<file path="src/rtl/bcd_cnvt.sv">
// bcd_cnvt: sequential binary-to-BCD converter (shift-and-add-3).
// Converts one bit per clock using a start/busy/done handshake.
// Ports:
//   CLK  - system clock, rising-edge active
//   Clr  - asynchronous active-low reset
//   S    - start request, accepted only while idle
//   Pin  - N-bit binary value, captured on the accepting edge
//   Busy - high while a conversion is in progress
//   Done - one-cycle completion pulse
//   D    - packed BCD result (D[3:0] = units), held until next completion
module bcd_cnvt #(
  parameter int unsigned N      = 16,
  parameter int unsigned DIGITS = 5
) (
  input  logic                CLK,
  input  logic                Clr,
  input  logic                S,
  input  logic [N-1:0]        Pin,
  output logic                Busy,
  output logic                Done,
  output logic [4*DIGITS-1:0] D
);

  localparam int unsigned BW = 4 * DIGITS;
  localparam int unsigned CW = $clog2(N + 1);

  typedef enum logic {IDLE, SHIFT} state_t;

  state_t          state_q, state_d;
  logic [N-1:0]    bin_q, bin_d;
  logic [BW-1:0]   bcd_q, bcd_d;
  logic [CW-1:0]   cnt_q, cnt_d;
  logic [BW-1:0]   d_q, d_d;
  logic            busy_q, busy_d;
  logic            done_q, done_d;

  logic [BW-1:0]   bcd_adj;
  logic [BW-1:0]   bcd_sh;
  logic [N-1:0]    bin_sh;

  // Per-digit +3 correction (no carry between digits), then one-bit shift.
  always_comb begin
    bcd_adj = bcd_q;
    for (int i = 0; i < int'(DIGITS); i++) begin
      if (bcd_q[4*i +: 4] >= 4'd5) begin
        bcd_adj[4*i +: 4] = bcd_q[4*i +: 4] + 4'd3;
      end
    end
    bcd_sh = {bcd_adj[BW-2:0], bin_q[N-1]};
    bin_sh = {bin_q[N-2:0], 1'b0};
  end

  // State and datapath registers.
  always_ff @(posedge CLK or negedge Clr) begin
    if (!Clr) begin
      state_q <= IDLE;
      bin_q   <= '0;
      bcd_q   <= '0;
      cnt_q   <= '0;
      d_q     <= '0;
      busy_q  <= 1'b0;
      done_q  <= 1'b0;
    end else begin
      state_q <= state_d;
      bin_q   <= bin_d;
      bcd_q   <= bcd_d;
      cnt_q   <= cnt_d;
      d_q     <= d_d;
      busy_q  <= busy_d;
      done_q  <= done_d;
    end
  end

  // Next-state and next-output logic.
  always_comb begin
    state_d = state_q;
    bin_d   = bin_q;
    bcd_d   = bcd_q;
    cnt_d   = cnt_q;
    d_d     = d_q;
    done_d  = 1'b0;

    unique case (state_q)
      IDLE: begin
        if (S) begin
          bin_d   = Pin;
          bcd_d   = '0;
          cnt_d   = CW'(N);
          state_d = SHIFT;
        end
      end
      SHIFT: begin
        bcd_d = bcd_sh;
        bin_d = bin_sh;
        cnt_d = cnt_q - CW'(1);
        // Last shift: publish the result and return to idle.
        if (cnt_q == CW'(1)) begin
          d_d     = bcd_sh;
          done_d  = 1'b1;
          state_d = IDLE;
        end
      end
      default: state_d = IDLE;
    endcase

    busy_d = (state_d == SHIFT);
  end

  assign Busy = busy_q;
  assign Done = done_q;
  assign D    = d_q;

endmodule

</file>
<file path="config.mk">
export PLATFORM = sky130hd
export DESIGN_NAME = bcd_cnvt
export DESIGN_NICKNAME = d
export VERILOG_FILES = /design/src/rtl/bcd_cnvt.sv
export SDC_FILE = /design/constraint.sdc
export NUM_CORES = 1
export LEC_CHECK = 0
export BUFFER_PORTS_ARGS = -buffer_cell sky130_fd_sc_hd__buf_4
export CORE_MARGIN = 8
export CORE_UTILIZATION = 55
export DETAILED_ROUTE_END_ITERATION = 8
export PLACE_DENSITY = 0.86
export SYNTH_ARGS = -nofsm -noshare
export SYNTH_HDL_FRONTEND = slang
export SYNTH_SLANG_ARGS = --single-unit
</file>
<file path="constraint.sdc">
create_clock -name CLK -period 1.73 [get_ports CLK]
set_input_delay 0.173 -clock CLK [delete_from_list [all_inputs] [get_ports CLK]]
set_output_delay 0.173 -clock CLK [all_outputs]
set_load 0.05 [all_outputs]
</file>
Word-level counts from Yosys, hierarchy flattened
Index checks and enable logic that the tools add are counted.
{"block": "totals", "inputBits": 19, "out_inout_bits": 22, "word_cells": 37, "ff_bits": 63}
{"block": "classes", "n_mux": 16, "n_lt_le_gt_ge": 5, "n_bitwise": 1, "eq_ne": 2, "add_sub_neg": 6, "n_reduce_logical": 1}
{"cell": "case mux 20 bit (2 select lines)", "count": 1}
{"cell": "case mux 16 bit (2 select lines)", "count": 1}
{"cell": ">= comparator 4 x 3 -> 1 bit, second input constant", "count": 5}
{"cell": "two-way mux 20 bit", "count": 1}
{"cell": "adder 4 x 2 -> 4 bit, second input constant", "count": 4}
{"cell": "two-way mux 16 bit", "count": 1}
{"cell": "two-way mux 4 bit", "count": 4}
{"cell": "case mux 5 bit (2 select lines)", "count": 1}
{"cell": "equality test 5 x 1 -> 1 bit, second input constant", "count": 1}
{"cell": "two-way mux 5 bit", "count": 1}
{"cell": "subtractor 5 x 1 -> 5 bit, second input constant", "count": 1}
{"cell": "two-way mux 1 bit", "count": 4}
{"cell": "adder 3 x 2 -> 3 bit, second input constant", "count": 1}
{"cell": "two-way mux 3 bit", "count": 1}
{"cell": "inequality test 2 bit, second input constant", "count": 1}
{"cell": "case mux 1 bit (2 select lines)", "count": 1}
{"cell": "AND reduction 2 bit", "count": 1}
{"cell": "inverter 1 bit", "count": 1}

Depth between registers and ports, before layout
Gate-level depths: netlist (run 1).
{"block": "depth", "ltp_word": 3, "depth_mapped": 6, "ltp_nobuf": 6}

Worst setup path before layout (run 1)
No wires, ideal clock.
{"block": "synth_path", "kind": "register to register", "startpoint": "reg, netlist name Busy", "endpoint": "reg d_q[10] (netlist: D[10])", "setup_ns": 0.125, "n_path_buf": 2, "t_arrival_ns": 1.503, "period_less_slack_ns": 1.628, "stages_incl_launch_ff": 6, "path_slack_ns": 0.102, "required_time_ns": 1.605, "path_cell_list": "dfrtp_1 > buf_2 > nand4b_4 > inv_2 > buf_12 > mux2_4"}
{"element": "end signal: assignment", "line": "60", "rtl": "d_q <= '0;"}
{"element": "end signal: assignment", "line": "68", "rtl": "d_q <= d_d;"}
{"element": "end: declaration", "line": "33", "rtl": "logic [BW-1:0] d_q, d_d;"}

Worst setup path in the final report (run 1)
{"block": "layout_path", "startpoint": "reg bcd_q[9]", "endpoint": "reg d_q[10] (netlist: D[10])"}
{"block": "layout_between", "elab_chain_cells": 2, "word_cells_on_any_way": 3, "cone_classes": "add/sub (1); order compare (1); mux (1)"}
{"element": "start: declaration", "line": "31", "rtl": "logic [BW-1:0] bcd_q, bcd_d;"}
{"element": "start signal: assignment", "line": "58", "rtl": "bcd_q <= '0;"}
{"element": "start signal: assignment", "line": "66", "rtl": "bcd_q <= bcd_d;"}
{"element": "adder 4 x 2 -> 4 bit or >= comparator 4 x 3 -> 1 bit (tied branches)", "line": "46, 45"}
{"element": "two-way mux 4 bit *", "line": "45", "rtl": "if (bcd_q[4*i +: 4] >= 4'd5) begin"}
Every way passes the cells marked *; elsewhere a longest branch is shown, timed or not.
A chain may end at the register's enable or synchronous reset.

==> results of run 1 <==
[area by class of cell]
class                           instances  area [sq um]  share of cell area (%)
Clock buffer                           12           145                    3.92
Clock inverter                          4          45.0                    1.22
Inverter                               13          48.8                    1.32
Multi-Input combinational cell        191          1420                    38.4
Sequential cell                        63          1580                    42.6
Tap cell                               72          90.1                    2.43
Timing Repair Buffer                   46           373                    10.1
[routing by layer]
| layer | up-vias | track usage [%] | wire length (um) |
|---|---|---|---|
| li1 | 1049 | - | - |
| met1 | 1019 | 16.9 | 2540 |
| met2 | 51 | 23.8 | 2670 |
| met3 | 11 | 5.68 | 410 |
| met4 | 0 | 7.91 | 104 |
| met5 | - | 0 | 0 |
[power by group through the flow]
| stage | combinational [mW] | clock, mW | sequential, mW |
|---|---|---|---|
| 3_5_place_dp | 3.56 | 0 | 2.61 |
| 6_report | 3.54 | 1.24 | 2.59 |
| 5_1_grt | 3.90 | 1.33 | 2.68 |
| 3_3_place_gp | 3.42 | 0 | 2.59 |
| 2_1_floorplan | 2.08 | 0 | 3.22 |
| 4_1_cts | 3.59 | 1.26 | 2.59 |
[per-stage QoR]
| stage | util [%] | std cells |
|---|---|---|
| 2_1_floorplan | - | 282 |
| 3_3_place_gp | 63.6 | 384 |
| 3_5_place_dp | 63.6 | 384 |
| 4_1_cts | 67.3 | 401 |
| 5_1_grt | 67.3 | 401 |
| 6_report | 67.3 | 401 |
[flip-flops by register name (all words and copies together), names as in the netlist]
name,count
D,20
bcd_q,20
bin_q,16
cnt_q,5
Busy,1
Done,1
[layout by cell type (no fill, tap or decap), types with 2 or more instances in the layout]
| master | netlist | routed |
|---|---|---|
| clkbuf_1 | 5 | 2 |
| clkbuf_8 | 0 | 10 |
| ha_1 | 12 | 12 |
| a21o_1 | 9 | 9 |
| mux2i_1 | 30 | 30 |
| nor3b_1 | 15 | 15 |
| mux2_2 | 3 | 3 |
| mux2_4 | 8 | 8 |
| nor3_1 | 6 | 6 |
| clkinv_2 | 0 | 3 |
| a21oi_2 | 4 | 4 |
| nand2b_1 | 15 | 15 |
| buf_4 | 0 | 43 |
| xor2_1 | 3 | 3 |
| dfrtp_1 | 63 | 62 |
| xnor2_1 | 5 | 5 |
| inv_1 | 12 | 12 |
| nor2_1 | 3 | 3 |
| nand2_1 | 29 | 29 |
| buf_12 | 1 | 2 |
| o31ai_1 | 2 | 2 |
| o21ai_0 | 30 | 30 |
| a21oi_1 | 10 | 10 |
[how the worst min path moves through the flow]
stage | from | endpoint | slack [ns] | cells after the start
after floorplan | Clr | Busy | -0.12 | 0
after global placement | Clr | bcd_q[19] | 0.13 | 1
after detailed placement | Clr | bcd_q[19] | 0.13 | 1
after CTS | Pin[0] | bin_q[0] | 0.09 | 3
after global routing | Pin[0] | bin_q[0] | 0.1 | 3
final | Pin[0] | bin_q[0] | 0.09 | 3
[cells by family (layout without fill, tap and decap cells)]
family,after synthesis,in the layout
compound gates,58,58
xor+xnor,8,8
fa+ha+maj,12,12
buf+inv,28,75
flops,63,63
mux,41,41
simple gates,72,72
[worst max-delay path, cell delays in order (launching register included)]
cell and delay [ns]:
dfrtp_1 0.37, inv_1 0.12, ha_1 0.22, nand2b_1 0.09
a21oi_2 0.21, mux2i_1 0.31, mux2_4 0.19
[what timing repair did]
item | in CTS | in global routing
hold buffers | 1 | 0
setup buffers | 0 | 0
endpoints found under the setup margin | 0 | 0
hold endpoints to repair | 28 | 0
==> metrics.md, run 1 <==
| Metric | Value |
|---|---|
| Status | `finished, final reports clean` |
| Die Y | `91.5 um` |
| DR vias | `2130` |
| Design area | `3700 sq um` |
| Total power | `7.36 mW` |
| Syn nets | `313` |
| RSZ-0062 raised after global routing | `false` |
| Net Sw Power | `3.04 mW` |
| Synth cell count leaders | `dfrtp_1, mux2i_1, o21ai_0, nand2_1` |
| Total die area | `8370 sq um` |
| Row Count | `27` |
| Startpoint types | `flop` |
| Share of cells above drive strength 1 | `24.6%` |
| Clock network power share | `16.8%` |
| Leakage | `1.84 nW` |
| Mapped Area | `3130 sq um` |
| Initial Util | `56.9%` |
| Clk pin slew, worst setup/hold paths | `0.07 ns` |
| Post-Synth Adder-Cell Area | `4.79%` |
| Worst setup margin | `0.160 ns` |
| Antenna violations before repair | `0` |
| Vias in the first global route | `2276` |
| Synth area leaders | `dfrtp_1, mux2i_1, ha_1, o21ai_0, mux2_4` |
| Synthesis Warnings | `0` |
| Wirelength per Cell | `14.3 um` |
| Fin Hold WS | `0.0928 ns` |
| IO Port Bufs | `40` |
| H-tree depth | `3` |
| Cell type with the highest aggregate area in the netlist | `dfrtp_1` |
| Critical path startpoint | `bcd_q[9]` |
| Final-layout fill cell count | `413` |
| Multiplexer share of the synthesized area | `14.5%` |
| Sw Share | `41.3%` |
| Synth Area in Compound Gates | `11.1%` |
| Data arrival, critical path | `1.85 ns` |
| Most frequent cell after synthesis | `dfrtp_1` |
| Worst setup path end | `D[10]` |
| Die width | `91.5 um` |
| Post-synth EDFFs | `0` |
| CTS tree | `yes` |
| Post-Place Setup Slack | `0.180 ns` |
| Post-synth ARST share | `100%` |
| Critical path class | `flop to flop` |
| Worst reg2reg setup slack | `0.16 ns` |
| Synth top area share | `50.3%` |
| Starting DRT DRC Count | `137` |
| CP Capture Type | `flop` |
| Register area share after synthesis | `50.3%` |
| First-pass GRT wire length | `10000 um` |
| Worst-Margin Slew | `0.397 ns` |
| Clock Skew | `0.00544 ns` |
| Critical Path RT | `2.01 ns` |
| Syn Area/Cell | `11.1 sq um` |
| Cell Pwr Density | `1990 nW/um^2` |
| Pre-Repair DR Iteration Count | `4` |
| Max Slew Vio Count | `0` |
| Most frequently used flop master after synthesis | `dfrtp_1` |
| Seq pwr share | `35.2%` |
| Final Hold Vio Count | `0` |
| Diode count | `0` |
| Synth-to-layout area growth | `18.2%` |
| Remaining antenna violation count | `0` |
| Peak supply drop | `1.14 mV` |
| Reg2reg end | `D[10]` |
| Overall global routing resource usage | `14.9%` |
| Tmin final | `1.57 ns` |
| CTS Buf Count | `9` |
| R2R depth | `6` |
| Dpl cell area | `3500 sq um` |
| Fin nets | `355` |
| Worst-Skew Late Latency | `0.33 ns` |
| Internal | `4.32 mW` |
| Core area | `5510 sq um` |
| Post-Syn Instances | `282` |
| Final Cycle Share | `90.7%` |
| Synthesized flop and latch total | `63` |
| Post-Synth XOR/XNOR Area | `2.24%` |
| Relative slew slack | `73.5%` |
| DRC violations left | `0` |
| PostCTS Resize Cnt | `0` |
| WL final | `5720 um` |
| Final Setup Violations | `0` |
| Clk root buf | `clkbuf_8` |
| Final GP Congestion | `0.788` |
| Largest family of logic cells by synthesized area | `multiplexers` |
| Max-cap viol count | `0` |
| Worst hold path type | `input port to flop` |
| Final HPWL DP | `3970 um` |
| Comb power frac | `48.0%` |
| # clock sinks | `63` |
| Fmax | `0.637 GHz` |
| Fin Setup TNS | `0 ns` |
| Critical-path maximum fanout | `4` |
| Largest net degree at the start of global routing | `73` |
| Ports | `41` |
| Synth unique cells | `29` |
| Post-Synth Simple-Gate Area | `12.8%` |
| Vias/cell | `5.31` |
| Total global routing overflow | `0` |
| R2r startpoint | `bcd_q[9]` |
| CTS max path bufs | `2` |
(Power assumes the default switching activity.)
==> run 2, diff against run 1 <==
--- a/config.mk
+++ b/config.mk
@@ -10,6 +10,7 @@
 export CORE_UTILIZATION = 55
 export DETAILED_ROUTE_END_ITERATION = 8
 export PLACE_DENSITY = 0.86
+export SLEW_MARGIN = 10
 export SYNTH_ARGS = -nofsm -noshare
 export SYNTH_HDL_FRONTEND = slang
 export SYNTH_SLANG_ARGS = --single-unit
==> constraint.sdc (replaced) <==
create_clock -name CLK -period 1.65 [get_ports CLK]
set_input_delay 0.165 -clock CLK [delete_from_list [all_inputs] [get_ports CLK]]
set_output_delay 0.165 -clock CLK [all_outputs]
set_load 0.05 [all_outputs]
==> run 2 against run 1 <==
Routed wire length increased by 4.7%. Combinational power is 6% higher. Sequential cell count unchanged. Total power is 9.8% higher. Sequential share of layout area decreased by 0.75 points. Critical path depth is 1 lower. Highest routed layer unchanged. Via count up 1.3%. Hold slack worse by 0.011 ns. Largest power group unchanged. Setup slack worse by 0.083 ns. Critical path type unchanged. Core utilization up 1.2 points.
==> metrics.md, run 2 (same netlist as run 1, synthesis figures left out) <==
| Metric | Value |
|---|---|
| IO Port Bufs | `40` |
| Max Slew Vio Count | `0` |
| R2R depth | `5` |
| Wirelength per Cell | `14.9 um` |
| CTS Buf Count | `9` |
| Vias/cell | `5.37` |
| Final HPWL DP | `4100 um` |
| Row Count | `27` |
| CP Capture Type | `flop` |
| Clock Skew | `0.00462 ns` |
| Peak supply drop | `1.02 mV` |
| Final Hold Vio Count | `0` |
| Max-cap viol count | `0` |
| Min-delay src | `Pin[0]` |
| Hold Path End | `bin_q[0]` |
| Cell Pwr Density | `2140 nW/um^2` |
| Reg2reg end | `D[9]` |
| Diode count | `0` |
| Post-Place Setup Slack | `0.0474 ns` |
| Total die area | `8370 sq um` |
| Fin Hold WS | `0.0822 ns` |
| Remaining antenna violation count | `0` |
| Status | `finished, final reports clean` |
| Commonest non-fill, non-tap cells in the layout | `dfrtp_1, buf_4, mux2i_1, o21ai_0, nand2_1` |
| DRC violations left | `0` |
| # clock sinks | `63` |
| Ports | `41` |
| Initial Util | `56.9%` |
| Vias in the first global route | `2216` |
| CTS tree | `yes` |
| Relative slew slack | `70.9%` |
| Clk root buf | `clkbuf_8` |
| Critical path class | `flop to flop` |
| Synth-to-layout area growth | `20.3%` |
| Fmax | `0.636 GHz` |
| H-tree depth | `3` |
| Share of cells above drive strength 1 | `25.8%` |
| RSZ-0062 raised after global routing | `false` |
| Final Cycle Share | `95.4%` |
| Most common cell after layout, fill and taps aside | `dfrtp_1` |
| Die width | `91.5 um` |
| Hold path depth | `3` |
| Data arrival, critical path | `1.79 ns` |
| Largest net degree at the start of global routing | `73` |
| Startpoint types | `flop` |
| WL final | `5990 um` |
| Die Y | `91.5 um` |
| Critical-path maximum fanout | `5` |
| Pre-Repair DR Iteration Count | `4` |
| Starting DRT DRC Count | `92` |
| Overall global routing resource usage | `15.1%` |
| Tmin final | `1.57 ns` |
| Final GP Congestion | `0.817` |
| Total global routing overflow | `0` |
| Worst-Margin Slew | `0.437 ns` |
| Worst-Skew Late Latency | `0.33 ns` |
| DR vias | `2157` |
| Worst reg2reg setup slack | `0.08 ns` |
| Critical Path RT | `1.87 ns` |
| R2r startpoint | `bcd_q[8]` |
| Worst hold path type | `input port to flop` |
| Worst setup margin | `0.0767 ns` |
| Fin nets | `356` |
| Core area | `5510 sq um` |
| Antenna violations before repair | `0` |
| Final Setup Violations | `0` |
| Leakage | `1.87 nW` |
| First-pass GRT wire length | `10200 um` |
| CTS max path bufs | `2` |
| Final-layout fill cell count | `415` |
| Fin Setup TNS | `0 ns` |
| Clk pin slew, worst setup/hold paths | `0.07 ns` |
run 2: changes by cell type in the layout (fill, tap and decap cells not counted), sizes merged:
cell,change
buf,+1
bufinv,+2
clkbuf,-2
clkinvlp,+1
inv,-1
run 2: worst max path at each step:
| stage | from | endpoint | slack, ns | depth (start not counted) |
|---|---|---|---|---|
| floorplan | Busy | D[10] | 0.02 | 5 |
| global route | bcd_q[8] | D[9] | 0.01 | 5 |
| finish | bcd_q[8] | D[9] | 0.08 | 5 |
| CTS | cnt_q[1] | D[1] | 0.03 | 5 |
| global placement | cnt_q[1] | D[1] | 0.15 | 5 |
| detailed placement | cnt_q[1] | D[1] | 0.05 | 5 |
run 2: layout make-up:
cell class / count / area [sq um] / area share, %
inverter: 13 / 50.0 / 1.33
clock inverter: 6 / 108 / 2.85
multi-input combinational: 191 / 1430 / 37.8
clock buffer: 10 / 138 / 3.65
timing repair buffer: 47 / 380 / 10.1
sequential: 63 / 1580 / 41.9
tap: 72 / 90.1 / 2.39
run 2: worst max-delay path, stage by stage (launching register included):
cell and delay, ns:
dfrtp_1 0.44, ha_1 0.22, nand2b_1 0.16, a21oi_2 0.21, xnor2_1 0.14, mux2_4 0.28
run 2: per-stage QoR:
stage	util (%)	total power, mW	instances	area, sq um
floorplan	-	5.56	282	3130
global placement	63.8	6.30	385	3510
detailed placement	63.8	6.50	385	3510
CTS	68.4	8.17	402	3770
global route	68.5	8.64	402	3770
finish	68.5	8.09	402	3770
run 2: what timing repair did:
action | CTS | global route
hold buffers | 1 | 0
setup endpoints to repair | 0 | 5
resized for setup | 0 | 2
hold endpoints to repair | 30 | 0
setup buffers | 0 | 0
run 2: routing by layer:
layer	up-vias	GRT usage [%]	wire, um
li1	1058	-	-
met1	1034	17.8	2710
met2	54	24.0	2820
met3	11	4.44	329
met4	0	8.32	129
met5	-	0	0
run 2: where the power goes:
group / leakage, nW / internal, mW / switching (mW) / total, mW
sequential: 0.801 / 2.21 / 0.515 / 2.72
clock: 0.122 / 1.04 / 0.585 / 1.62
combinational: 0.946 / 1.59 / 2.15 / 3.74
